**config.mk**
```make
export PLATFORM = sky130hd
export DESIGN_NAME = ahb_burst_master
export DESIGN_NICKNAME = d
export VERILOG_FILES = /design/src/rtl/ahb_burst_master.sv
export SDC_FILE = /design/constraint.sdc
export NUM_CORES = 1
export LEC_CHECK = 0
export ABC_CLOCK_PERIOD_IN_PS = 3090
export BUFFER_PORTS_ARGS = -buffer_cell sky130_fd_sc_hd__buf_2
export CAP_MARGIN = 10
export CORE_UTILIZATION = 50
export DETAILED_ROUTE_END_ITERATION = 8
export GPL_ROUTABILITY_DRIVEN = 0
export PLACE_DENSITY = 0.87
export SYNTH_ARGS = -nofsm -noshare
export SYNTH_HDL_FRONTEND = slang
export SYNTH_SLANG_ARGS = --single-unit
```
**constraint.sdc**
```tcl
create_clock -name HCLK -period 3.09 [get_ports HCLK]
set_input_delay 0.4635 -clock HCLK [delete_from_list [all_inputs] [get_ports HCLK]]
set_output_delay 0.4635 -clock HCLK [all_outputs]
set_load 0.03 [all_outputs]
```
**src/rtl/ahb_burst_master.sv**
```systemverilog
// AHB-Lite burst master: one SINGLE/INCR halfword burst per command, pipelined address/data phases.
// Define AHB_MASTER_LOCK_EN to add the cmd_lock input and drive HMASTLOCK for locked commands.
module ahb_burst_master #(
    parameter int unsigned DATA_WIDTH = 16,
    parameter int unsigned ADDR_WIDTH = 16,
    parameter int unsigned LEN_WIDTH  = 4,
    parameter int unsigned ADDR_STEP  = 1
) (
    input  logic                  HCLK,
    input  logic                  RESET,
    input  logic                  cmd_valid,
    output logic                  cmd_ready,
    input  logic                  cmd_write,
    input  logic [ADDR_WIDTH-1:0] cmd_addr,
    input  logic [LEN_WIDTH-1:0]  cmd_len,
`ifdef AHB_MASTER_LOCK_EN
    input  logic                  cmd_lock,
`endif
    input  logic [DATA_WIDTH-1:0] wr_data,
    input  logic                  wr_valid,
    output logic                  wr_ready,
    output logic [DATA_WIDTH-1:0] rd_data,
    output logic                  rd_valid,
    output logic                  done,
    output logic                  error,
    output logic [ADDR_WIDTH-1:0] HADDR,
    output logic [DATA_WIDTH-1:0] HWDATA,
    output logic [2:0]            HBURST,
    output logic [2:0]            HSIZE,
    output logic [1:0]            HTRANS,
    output logic                  HWRITE,
    output logic                  HMASTLOCK,
    input  logic [DATA_WIDTH-1:0] HRDATA,
    input  logic                  HREADY,
    input  logic                  HRESP
);

    localparam logic [1:0] TransIdle   = 2'b00;
    localparam logic [1:0] TransBusy   = 2'b01;
    localparam logic [1:0] TransNonseq = 2'b10;
    localparam logic [1:0] TransSeq    = 2'b11;

    typedef enum logic [1:0] {StIdle, StAddr, StDataLast, StFinish} state_t;

    state_t               state;
    logic [LEN_WIDTH-1:0] beat;
    logic [LEN_WIDTH-1:0] len_q;
    logic                 dphase;   // a data phase is outstanding on the bus
    logic                 err_q;
    logic                 beat_active;
    logic                 accept;

    assign HSIZE = 3'b001;

    // Write beats are only presented while the source has data; otherwise IDLE/BUSY.
    always_comb begin
        beat_active = 1'b0;
        HTRANS      = TransIdle;
        if (state == StAddr) begin
            beat_active = !HWRITE || wr_valid;
            if (beat == '0) begin
                HTRANS = beat_active ? TransNonseq : TransIdle;
            end else begin
                HTRANS = beat_active ? TransSeq : TransBusy;
            end
        end
    end

    assign accept   = beat_active && HREADY;
    assign wr_ready = accept && HWRITE;

    always_ff @(posedge HCLK or posedge RESET) begin
        if (RESET) begin
            state     <= StIdle;
            beat      <= '0;
            len_q     <= '0;
            dphase    <= 1'b0;
            err_q     <= 1'b0;
            cmd_ready <= 1'b1;
            HADDR     <= '0;
            HWDATA    <= '0;
            HBURST    <= 3'b000;
            HWRITE    <= 1'b0;
            rd_data   <= '0;
            rd_valid  <= 1'b0;
            done      <= 1'b0;
            error     <= 1'b0;
`ifdef AHB_MASTER_LOCK_EN
            HMASTLOCK <= 1'b0;
`endif
        end else begin
            rd_valid <= 1'b0;
            done     <= 1'b0;
            error    <= 1'b0;

            if (HREADY) begin
                dphase <= accept;
            end
            if (dphase && HREADY && !HWRITE && !HRESP && !err_q) begin
                rd_valid <= 1'b1;
                rd_data  <= HRDATA;
            end

            unique case (state)
                StIdle: begin
                    if (cmd_valid) begin
                        state     <= StAddr;
                        cmd_ready <= 1'b0;
                        beat      <= '0;
                        len_q     <= cmd_len;
                        err_q     <= 1'b0;
                        HADDR     <= cmd_addr;
                        HWRITE    <= cmd_write;
                        HBURST    <= (cmd_len == '0) ? 3'b000 : 3'b001;
`ifdef AHB_MASTER_LOCK_EN
                        HMASTLOCK <= cmd_lock;
`endif
                    end
                end
                StAddr: begin
                    if (accept) begin
                        if (HWRITE) begin
                            HWDATA <= wr_data;
                        end
                        if (beat == len_q) begin
                            state <= StDataLast;
                        end else begin
                            beat  <= beat + 1'b1;
                            HADDR <= HADDR + ADDR_WIDTH'(ADDR_STEP);
                        end
                    end
                    // An ERROR response cancels every remaining beat.
                    if (dphase && HRESP) begin
                        err_q <= 1'b1;
                        state <= StDataLast;
                    end
                end
                StDataLast: begin
                    if (dphase && HRESP) begin
                        err_q <= 1'b1;
                    end
                    if (HREADY) begin
                        state     <= StFinish;
                        done      <= 1'b1;
                        error     <= err_q || (dphase && HRESP);
`ifdef AHB_MASTER_LOCK_EN
                        HMASTLOCK <= 1'b0;
`endif
                    end
                end
                StFinish: begin
                    state     <= StIdle;
                    cmd_ready <= 1'b1;
                end
                default: state <= StIdle;
            endcase
        end
    end

`ifndef AHB_MASTER_LOCK_EN
    assign HMASTLOCK = 1'b0;
`endif

endmodule

```
==> results.yml, run 1 <==
run_status:
  status: "complete, no violations"
floorplan:
  start_util_pct: 52.91
  io_pins: 122
  num_rows: 28
  die_area_um2: 6699
  design.core.area_um2: 6026
  fp.dieW_um: 81.85
  die_h_um: 81.85
layout:
  final_area_um2: 4041
  regArea_um2: 1653
  most-common-layout-cells: "buf_2, dfrtp_1, mux2_2"
  layout-drive-gt1-share_pct: 46.06
  stdcell_count: 481
  syn_to_final_growth_pct: 26.77
  final_common_cell: "buf_2"
  final_nets: 467
  multiInputGateArea_um2: 1416
  antenna_cells: 0
  fillerInstances: 465
clock_tree:
  clock_latency_ps: 340
  post_cts_resized: 0
  cts_buffers: 9
  clk_pin_slew_ps: 80
  cts_root_buffer: "clkbuf_8"
  clk_path_buf_depth: 2
  htree_levels: 3
  cts-hold-fix-buffers: 0
  cts_tree: "built"
  clkSinkCount: 66
  post_cts_buffers: 0
setup_path:
  startpoint_type: "flop"
  slowest_stage: "ha_1"
  worstPathCellList: "inv_1 > ha_1 > clkinv_1 > a21oi_1 > buf_2"
  required_ps: 2630
  worstSetupEndpointType: "primary output"
  worst_ep_arrival_time_ps: 2290
  rr_worst_depth: 8
  worstPathMaxFanout: 17
  crit_family: "buffers and inverters"
  critPathMaxStageDelay_ps: 530
  timing.rr.end: "HADDR[11]"
  r2r_slack_ps: 620
  critical_path_class: "flop to primary output"
  timing.rr.start: "state[1]"
  path_buf_inv: 3
logic_synthesis:
  yosys.area.top_type: "dfrtp_1"
  synth_ff_type: "dfrtp_1"
  synth_warnings: 0
  synth_xor_area_share_pct: 1.099
  yosysUniqueCellTypes: 49
  synth_top_family_by_area: "simple AND/OR/NAND/NOR gates"
  muxShareOfSynthArea_pct: 13.74
  synth-simple-area-share_pct: 14.68
  yosys.area_share.adder_pct: 2.747
  synthTopCellsByArea: "dfrtp_1, mux2_2, ha_1"
  synth_compound_area_share_pct: 11.46
  synth_cells: 279
  syn-cell-area_um2: 3188
  synth-seq-cells: 66
  async_flop_share_pct: 100.0
  avgSynthCellArea_um2: 11.43
  synth_edf_count: 0
  yosysSeqAreaShare_pct: 51.84
  synth_top_area_share_pct: 51.02
timing:
  setup_violations: 0
  slew_viol_final: 0
  final-hold-violation-count: 0
  fmax_ghz: 0.3637
  slew-limit-headroom_pct: 31.79
  rsz0062_at_grt: "no"
  finalCriticalPeriod_ps: 2749
  period_share_pct: 88.98
  finClkSkew_ps: 7.991
  worst_pin_slew_ps: 1015
  tns_ps: 0
detailed_routing:
  drtAntennaViolNets: 0
  vias_per_cell: 5.474
  first_pass_iters: 6
  drt-total-wl_mm: 6.951
  num_vias: 2633
  routedWlPerCell_um: 14.45
  drc: 0
  drt_iter0_drc: 163
job:
  cap_violations: 0
place:
  placed_cells: 464
  portBuffers: 115
  dp_hpwl_mm: 5.044
  dpl_cell_area_um2: 3817
pwr:
  power.density_nw_per_um2: 1126
  ir_drop_uv: 746.0
  leakagePower_uw: 0.001975
global_routing:
  grt_pass1_vias: 2475
  overflow: 0
  grt_pass1_wl_mm: 11.57
  antenna_found_initial: 0
  grt_max_degree: 55
  grt.total_usage_pct: 23.08
hold_path:
  hp-class: "primary input to asynchronous set/reset pin"
Yosys cell counts, types with 2 or more instances:
library cell and n:
a31oi_1 3, dfrtp_1 65, and3_1 3, nand4_1 2
a32oi_1 2, a21oi_1 9, a32o_1 2, nor3_1 6
buf_4 10, and4_4 2, or3_1 2, o32a_1 5
o22a_1 2, xnor2_1 4, a311o_1 2, inv_1 10
nor2_1 15, nand2_2 2, a21o_1 2, buf_2 2
nand2b_1 4, o31ai_1 3, clkbuf_1 2, nand3_1 13
ha_1 7, nand2_1 20, and2_1 4, a211o_1 4
o21ai_0 10, conb_1 2, nor2b_1 5, mux2_2 38
report_power, final:
part,switching [µW],internal (µW)
sequential,332,1270
clock,342,394
combinational,1380,837
total,2050,2500
worst reg2reg max path, cell delays in order, from the launching register on:
cell and delay [ps]:
dfrtp_1 420, inv_1 100, ha_1 280, nand2_1 340, nor2_2 440, a21oi_1 110, buf_4 200, a2111oi_0 400
a21o_1 130
kinds of logic after synthesis:
| kind of cell | after synthesis |
|---|---|
| compound gates | 50 |
| mux | 39 |
| xor+xnor | 4 |
| fa+ha+maj | 7 |
| flops | 66 |
| buf+inv | 25 |
| simple gates | 86 |
| other cells | 2 |
layer usage:
| layer | wire length, µm | GRT usage [%] | vias to the layer above |
|---|---|---|---|
| met1 | 3004 | 30.70 | 1250 |
| met3 | 591 | 6.333 | 13 |
| met2 | 3211 | 35.12 | 119 |
| met5 | 0 | 0 | - |
| li1 | - | - | 1251 |
| met4 | 144 | 10.18 | 0 |
state kept, by name, indices dropped and copies added, names as in the netlist:
signal / count
HADDR: 16
HWDATA: 16
rd_data: 16
beat: 4
len_q: 4
state: 2
HBURST: 1
HWRITE: 1
cmd_ready: 1
done: 1
dphase: 1
err_q: 1
error: 1
rd_valid: 1
area by class of cell:
class / instances / area share [%]
Sequential cell: 66 / 40.90
Multi-Input combinational cell: 192 / 35.05
Timing Repair Buffer: 121 / 15.67
Clock buffer: 10 / 3.406
Tap cell: 75 / 2.322
Clock inverter: 6 / 1.641
Inverter: 11 / 1.022
per-stage QoR:
step	hold slack (ps)	setup slack [ps]	total power (µW)	utilization, %
after floorplan	500.9	973.3	3210	-
after global routing	40.02	179.0	4851	67.07
final	26.03	340.6	4550	67.07
after global placement	473.1	822.5	3758	63.35
after detailed placement	478.3	669.5	3829	63.35
after CTS	335.8	324.1	4575	66.74
worst max path at each step:
stage              from         to  slack (ps)  depth (start not counted)
2_1_floorplan     RESET   HADDR[0]         970                          1
3_3_place_gp   state[1]   wr_ready         820                          6
3_5_place_dp   state[1]  HADDR[11]         670                          8
4_1_cts        state[1]  HTRANS[0]         320                          5
5_1_grt        state[1]  HTRANS[0]         180                          5
6_report       state[1]  HTRANS[0]         340                          5
Power figures use the tool's default switching activity.
==> inputs of run 2 (changes only) <==
CTS_BUF_LIST = sky130_fd_sc_hd__clkbuf_16   (was unset)
==> run 2 against run 1 <==
Net effect: worst setup slack got worse by 18 ps; register-to-register slack about the same; worst hold slack better by 34 ps; total power grew 5.8%; die area unchanged; largest power group unchanged.
==> results.yml, run 2 (synthesized netlist as in run 1, its figures left out) <==
setup_path:
  crit_end: "HTRANS[0]"
  timing.rr.end: "HADDR[11]"
  worstSetupEndpointType: "primary output"
  r2r_slack_ps: 610
  rr_worst_depth: 8
  worstPathMaxFanout: 17
  required_ps: 2630
  cp-startpoint: "state[1]"
  startpoint_type: "flop"
  timing.rr.start: "state[1]"
  worst_ep_arrival_time_ps: 2300
  critical_path_class: "flop to primary output"
floorplan:
  io_pins: 122
  design.core.area_um2: 6026
  fp.dieW_um: 81.85
  die_h_um: 81.85
  die_area_um2: 6699
  num_rows: 28
  start_util_pct: 52.91
detailed_routing:
  first_pass_iters: 4
  drtAntennaViolNets: 0
  drc: 0
  drt-total-wl_mm: 7.000
  num_vias: 2576
  routedWlPerCell_um: 14.55
  drt_iter0_drc: 143
  vias_per_cell: 5.356
clock_tree:
  cts_tree: "built"
  clk_path_buf_depth: 2
  clkSinkCount: 66
  cts-hold-fix-buffers: 0
  cts_buffers: 9
  post_cts_resized: 0
  post_cts_buffers: 0
  clk_pin_slew_ps: 60
  cts_root_buffer: "clkbuf_16"
  htree_levels: 3
  clock_latency_ps: 320
layout:
  layout-drive-gt1-share_pct: 45.81
  final_common_cell: "buf_2"
  most-common-layout-cells: "buf_2, dfrtp_1, mux2_2"
  syn_to_final_growth_pct: 29.63
  fillerInstances: 455
  final_area_um2: 4133
  final_nets: 467
  reg_top3: "HADDR (16), HWDATA (16), rd_data (16)"
  antenna_cells: 0
timing:
  slew_viol_final: 0
  period_share_pct: 89.55
  setup_violations: 0
  tns_ps: 0
  finalCriticalPeriod_ps: 2767
  finClkSkew_ps: 3.694
  slew-limit-headroom_pct: 31.29
  final-hold-violation-count: 0
  fmax_ghz: 0.3614
  hold_slack_ps: 60.02
  rsz0062_at_grt: "no"
  worst_pin_slew_ps: 1023
global_routing:
  antenna_found_initial: 0
  grt_pass1_vias: 2493
  grt_pass1_wl_mm: 11.76
  grt.total_usage_pct: 23.41
  overflow: 0
  grt_max_degree: 55
pwr:
  power.density_nw_per_um2: 1165
  leakagePower_uw: 0.002015
  ir_drop_uv: 728.4
place:
  portBuffers: 115
  dpl_cell_area_um2: 3817
  dp_hpwl_mm: 5.044
hold_path:
  hp-class: "primary input to asynchronous set/reset pin"
run_status:
  status: "complete, no violations"
job:
  cap_violations: 0
==> run 2: area by class of cell <==
type | count | area (µm²) | share of cell area (%)
Inverter | 11 | 41.29 | 0.9991
Tap cell | 75 | 93.84 | 2.271
Multi-Input combinational cell | 192 | 1416 | 34.27
Timing Repair Buffer | 121 | 633.1 | 15.32
Clock inverter | 7 | 70.07 | 1.695
Clock buffer | 9 | 225.2 | 5.450
Sequential cell | 66 | 1653 | 39.99
==> run 2: worst min path at each step <==
stage                      startpoint        end  slack, ps  depth (start not counted)
after floorplan              len_q[0]   len_q[0]        500                          1
after detailed placement    HBURST[0]  HBURST[0]        480                          2
after global placement      HBURST[0]  HBURST[0]        470                          2
final                           RESET   HADDR[3]         60                          2
after CTS                 cmd_addr[9]   HADDR[9]        360                          3
after global routing            RESET  HWDATA[3]         80                          2
==> run 2: stage by stage <==
step / worst slack (ps) / utilization (%) / std cells / power [µW]
floorplan: 973.3 / - / 283 / 3210
CTS: 344.6 / 68.25 / 480 / 4844
global route: 194.6 / 68.58 / 481 / 5116
detailed placement: 669.5 / 63.35 / 464 / 3829
finish: 323.0 / 68.58 / 481 / 4815
global placement: 822.5 / 63.35 / 464 / 3758
==> run 2: critical path, cell delays in order, from the launching register on <==
cell      delay [ps]
dfrtp_1          420
inv_1            110
ha_1             530
clkinv_1         450
a21oi_1          230
buf_2            230
==> run 2: power breakdown <==
group / leakage [µW] / switching [µW] / total (µW) / internal, µW
Sequential: 0.000810 / 334 / 1610 / 1270
Clock: 0.000135 / 372 / 992 / 620
Combinational: 0.00107 / 1380 / 2220 / 838
==> run 2: layer usage <==
metal / up-vias / wire, µm / global-route usage (%)
li1: 1244 / - / -
met1: 1217 / 2993 / 31.61
met2: 110 / 3316 / 35.70
met3: 5 / 640 / 8.111
met4: 0 / 50 / 6.316
met5: - / 0 / 0
==> inputs of run 3 (changes only) <==
CORE_UTILIZATION = 53   (was 50)
PLACE_DENSITY = 0.92   (was 0.87)
==> run 3 against run 2 <==
Net effect: maximum frequency increased by 1.4%; final area decreased by 1.1%; non-clock buffer count decreased by 2; highest routed layer unchanged; largest power group unchanged; combinational power about the same; sequential power about the same; die area decreased by 5.5%; worst hold slack improved by 150 ps; via count increased by 3.6%; core utilization increased by 3.9 points; sequential share of layout area increased by 0.44 points.
==> results.yml, run 3 (synthesized netlist as in run 1, its figures left out) <==
pwr:
  pwr-share-clk_pct: 19.8
  p_seq_share_pct: 33.7
  pwr-share-comb_pct: 46.5
  ir_drop_uv: 648.0
  switchingPower_uw: 2083
  p_int_uw: 2708
  power_uw: 4791
  p_sw_share_pct: 43.47
  power.density_nw_per_um2: 1172
  leakagePower_uw: 0.002011
floorplan:
  start_util_pct: 56.51
  fp.dieW_um: 79.56
  num_rows: 27
  die_h_um: 79.56
  design.core.area_um2: 5642
  die_area_um2: 6329
  io_pins: 122
hold_path:
  hp-class: "primary input to asynchronous set/reset pin"
timing:
  final-hold-violation-count: 0
  slew-limit-headroom_pct: 31.15
  rsz0062_at_grt: "no"
  period_share_pct: 88.28
  finalCriticalPeriod_ps: 2728
  setup_violations: 0
  fmax_ghz: 0.3666
  worst_pin_slew_ps: 1025
  finClkSkew_ps: 7.950
  tns_ps: 0
  slew_viol_final: 0
setup_path:
  worstPathMaxFanout: 12
  cp-startpoint: "state[0]"
  required_ps: 3350
  timing.rr.end: "HADDR[11]"
  r2r_slack_ps: 360
  worstPathCellList: "inv_1 > ha_1 > nand2_1 > nor2_2 > a21oi_1 > buf_4 > a2111oi_0 > a21o_1"
  timing.rr.start: "state[0]"
  critPathMaxStageDelay_ps: 490
  startpoint_type: "flop"
  slowest_stage: "nor2_2"
  crit_family: "compound AO/OA/AOI/OAI gates"
  worst_ep_arrival_time_ps: 2990
  path_buf_inv: 2
  critical_path_class: "flop to flop"
  rr_worst_depth: 8
  worstSetupEndpointType: "flop"
global_routing:
  grt_pass1_vias: 2714
  grt_pass1_wl_mm: 12.29
  grt.total_usage_pct: 25.33
  grt_max_degree: 30
  antenna_found_initial: 0
  overflow: 0
detailed_routing:
  routedWlPerCell_um: 15.91
  drt_iter0_drc: 102
  drc: 0
  drtAntennaViolNets: 0
  first_pass_iters: 4
  drt-total-wl_mm: 7.575
  num_vias: 2668
  vias_per_cell: 5.605
place:
  portBuffers: 115
  dp_hpwl_mm: 5.535
layout:
  antenna_cells: 0
  final_nets: 465
  fillerInstances: 425
  final_common_cell: "buf_2"
  reg_top3: "HADDR (16), HWDATA (16), rd_data (16)"
  layout-drive-gt1-share_pct: 44.55
  most-common-layout-cells: "buf_2, dfrtp_1, mux2_2"
  syn_to_final_growth_pct: 28.22
clock_tree:
  post_cts_resized: 0
  clk_pin_slew_ps: 50
  clk_path_buf_depth: 2
  cts_root_buffer: "clkbuf_16"
  clkSinkCount: 66
  clock_latency_ps: 320
  cts_buffers: 9
  htree_levels: 3
  cts-hold-fix-buffers: 0
  cts_tree: "built"
  post_cts_buffers: 0
job:
  cap_violations: 0
run_status:
  status: "complete, no violations"
## run 3: cell types whose count changed in the layout (fill, tap and decap cells not counted)
cell / change
clkinv_2: -1
clkinv_4: -1
buf_4: -1
clkinv_1: +1
inv_1: +3
buf_12: -1
clkinvlp_4: -2
## run 3: per-layer routing
layer  GRT usage (%)  up-vias  wire [µm]
met3           5.486        9        550
met1           29.70     1302       2978
met4           11.64        0         92
met2           44.02      122       3953
met5               0        -          0
li1                -     1235          -
## run 3: worst max-delay path by stage
stage                end  slack, ps  cells past startpoint
2_1_floorplan   HADDR[0]        970                      1
3_3_place_gp   HADDR[11]        630                      8
3_5_place_dp   HADDR[11]        440                      8
4_1_cts        HADDR[11]        430                      8
5_1_grt        HADDR[13]        160                      8
6_report       HADDR[11]        360                      8
## run 3: stage by stage
stage | instances | hold WS, ps | instance area (µm²) | util (%) | worst slack [ps]
2_1_floorplan | 283 | 500.9 | 3203 | - | 973.3
3_3_place_gp | 460 | 465.8 | 3806 | 67.47 | 628.6
3_5_place_dp | 460 | 488.0 | 3806 | 67.47 | 436.9
4_1_cts | 476 | 227.7 | 4088 | 72.46 | 427.4
5_1_grt | 476 | 269.9 | 4088 | 72.46 | 157.2
6_report | 476 | 212.6 | 4088 | 72.46 | 362.2
## run 3: layout make-up
class / instances / area, µm² / share of cell area, %
Sequential cell: 66 / 1653 / 40.43
Multi-Input combinational cell: 192 / 1416 / 34.65
Timing Repair Buffer: 119 / 605.6 / 14.81
Clock buffer: 9 / 225.2 / 5.510
Tap cell: 72 / 90.09 / 2.204
Clock inverter: 7 / 56.30 / 1.377
Inverter: 11 / 41.29 / 1.010
## run 3: power by group through the flow
stage               sequential, µW  clock [µW]  combinational (µW)
global placement              1580           0                2150
global route                  1670         997                2380
detailed placement            1610           0                2220
finish                        1610         951                2230
CTS                           1610         967                2230
floorplan                     2230           0                 980
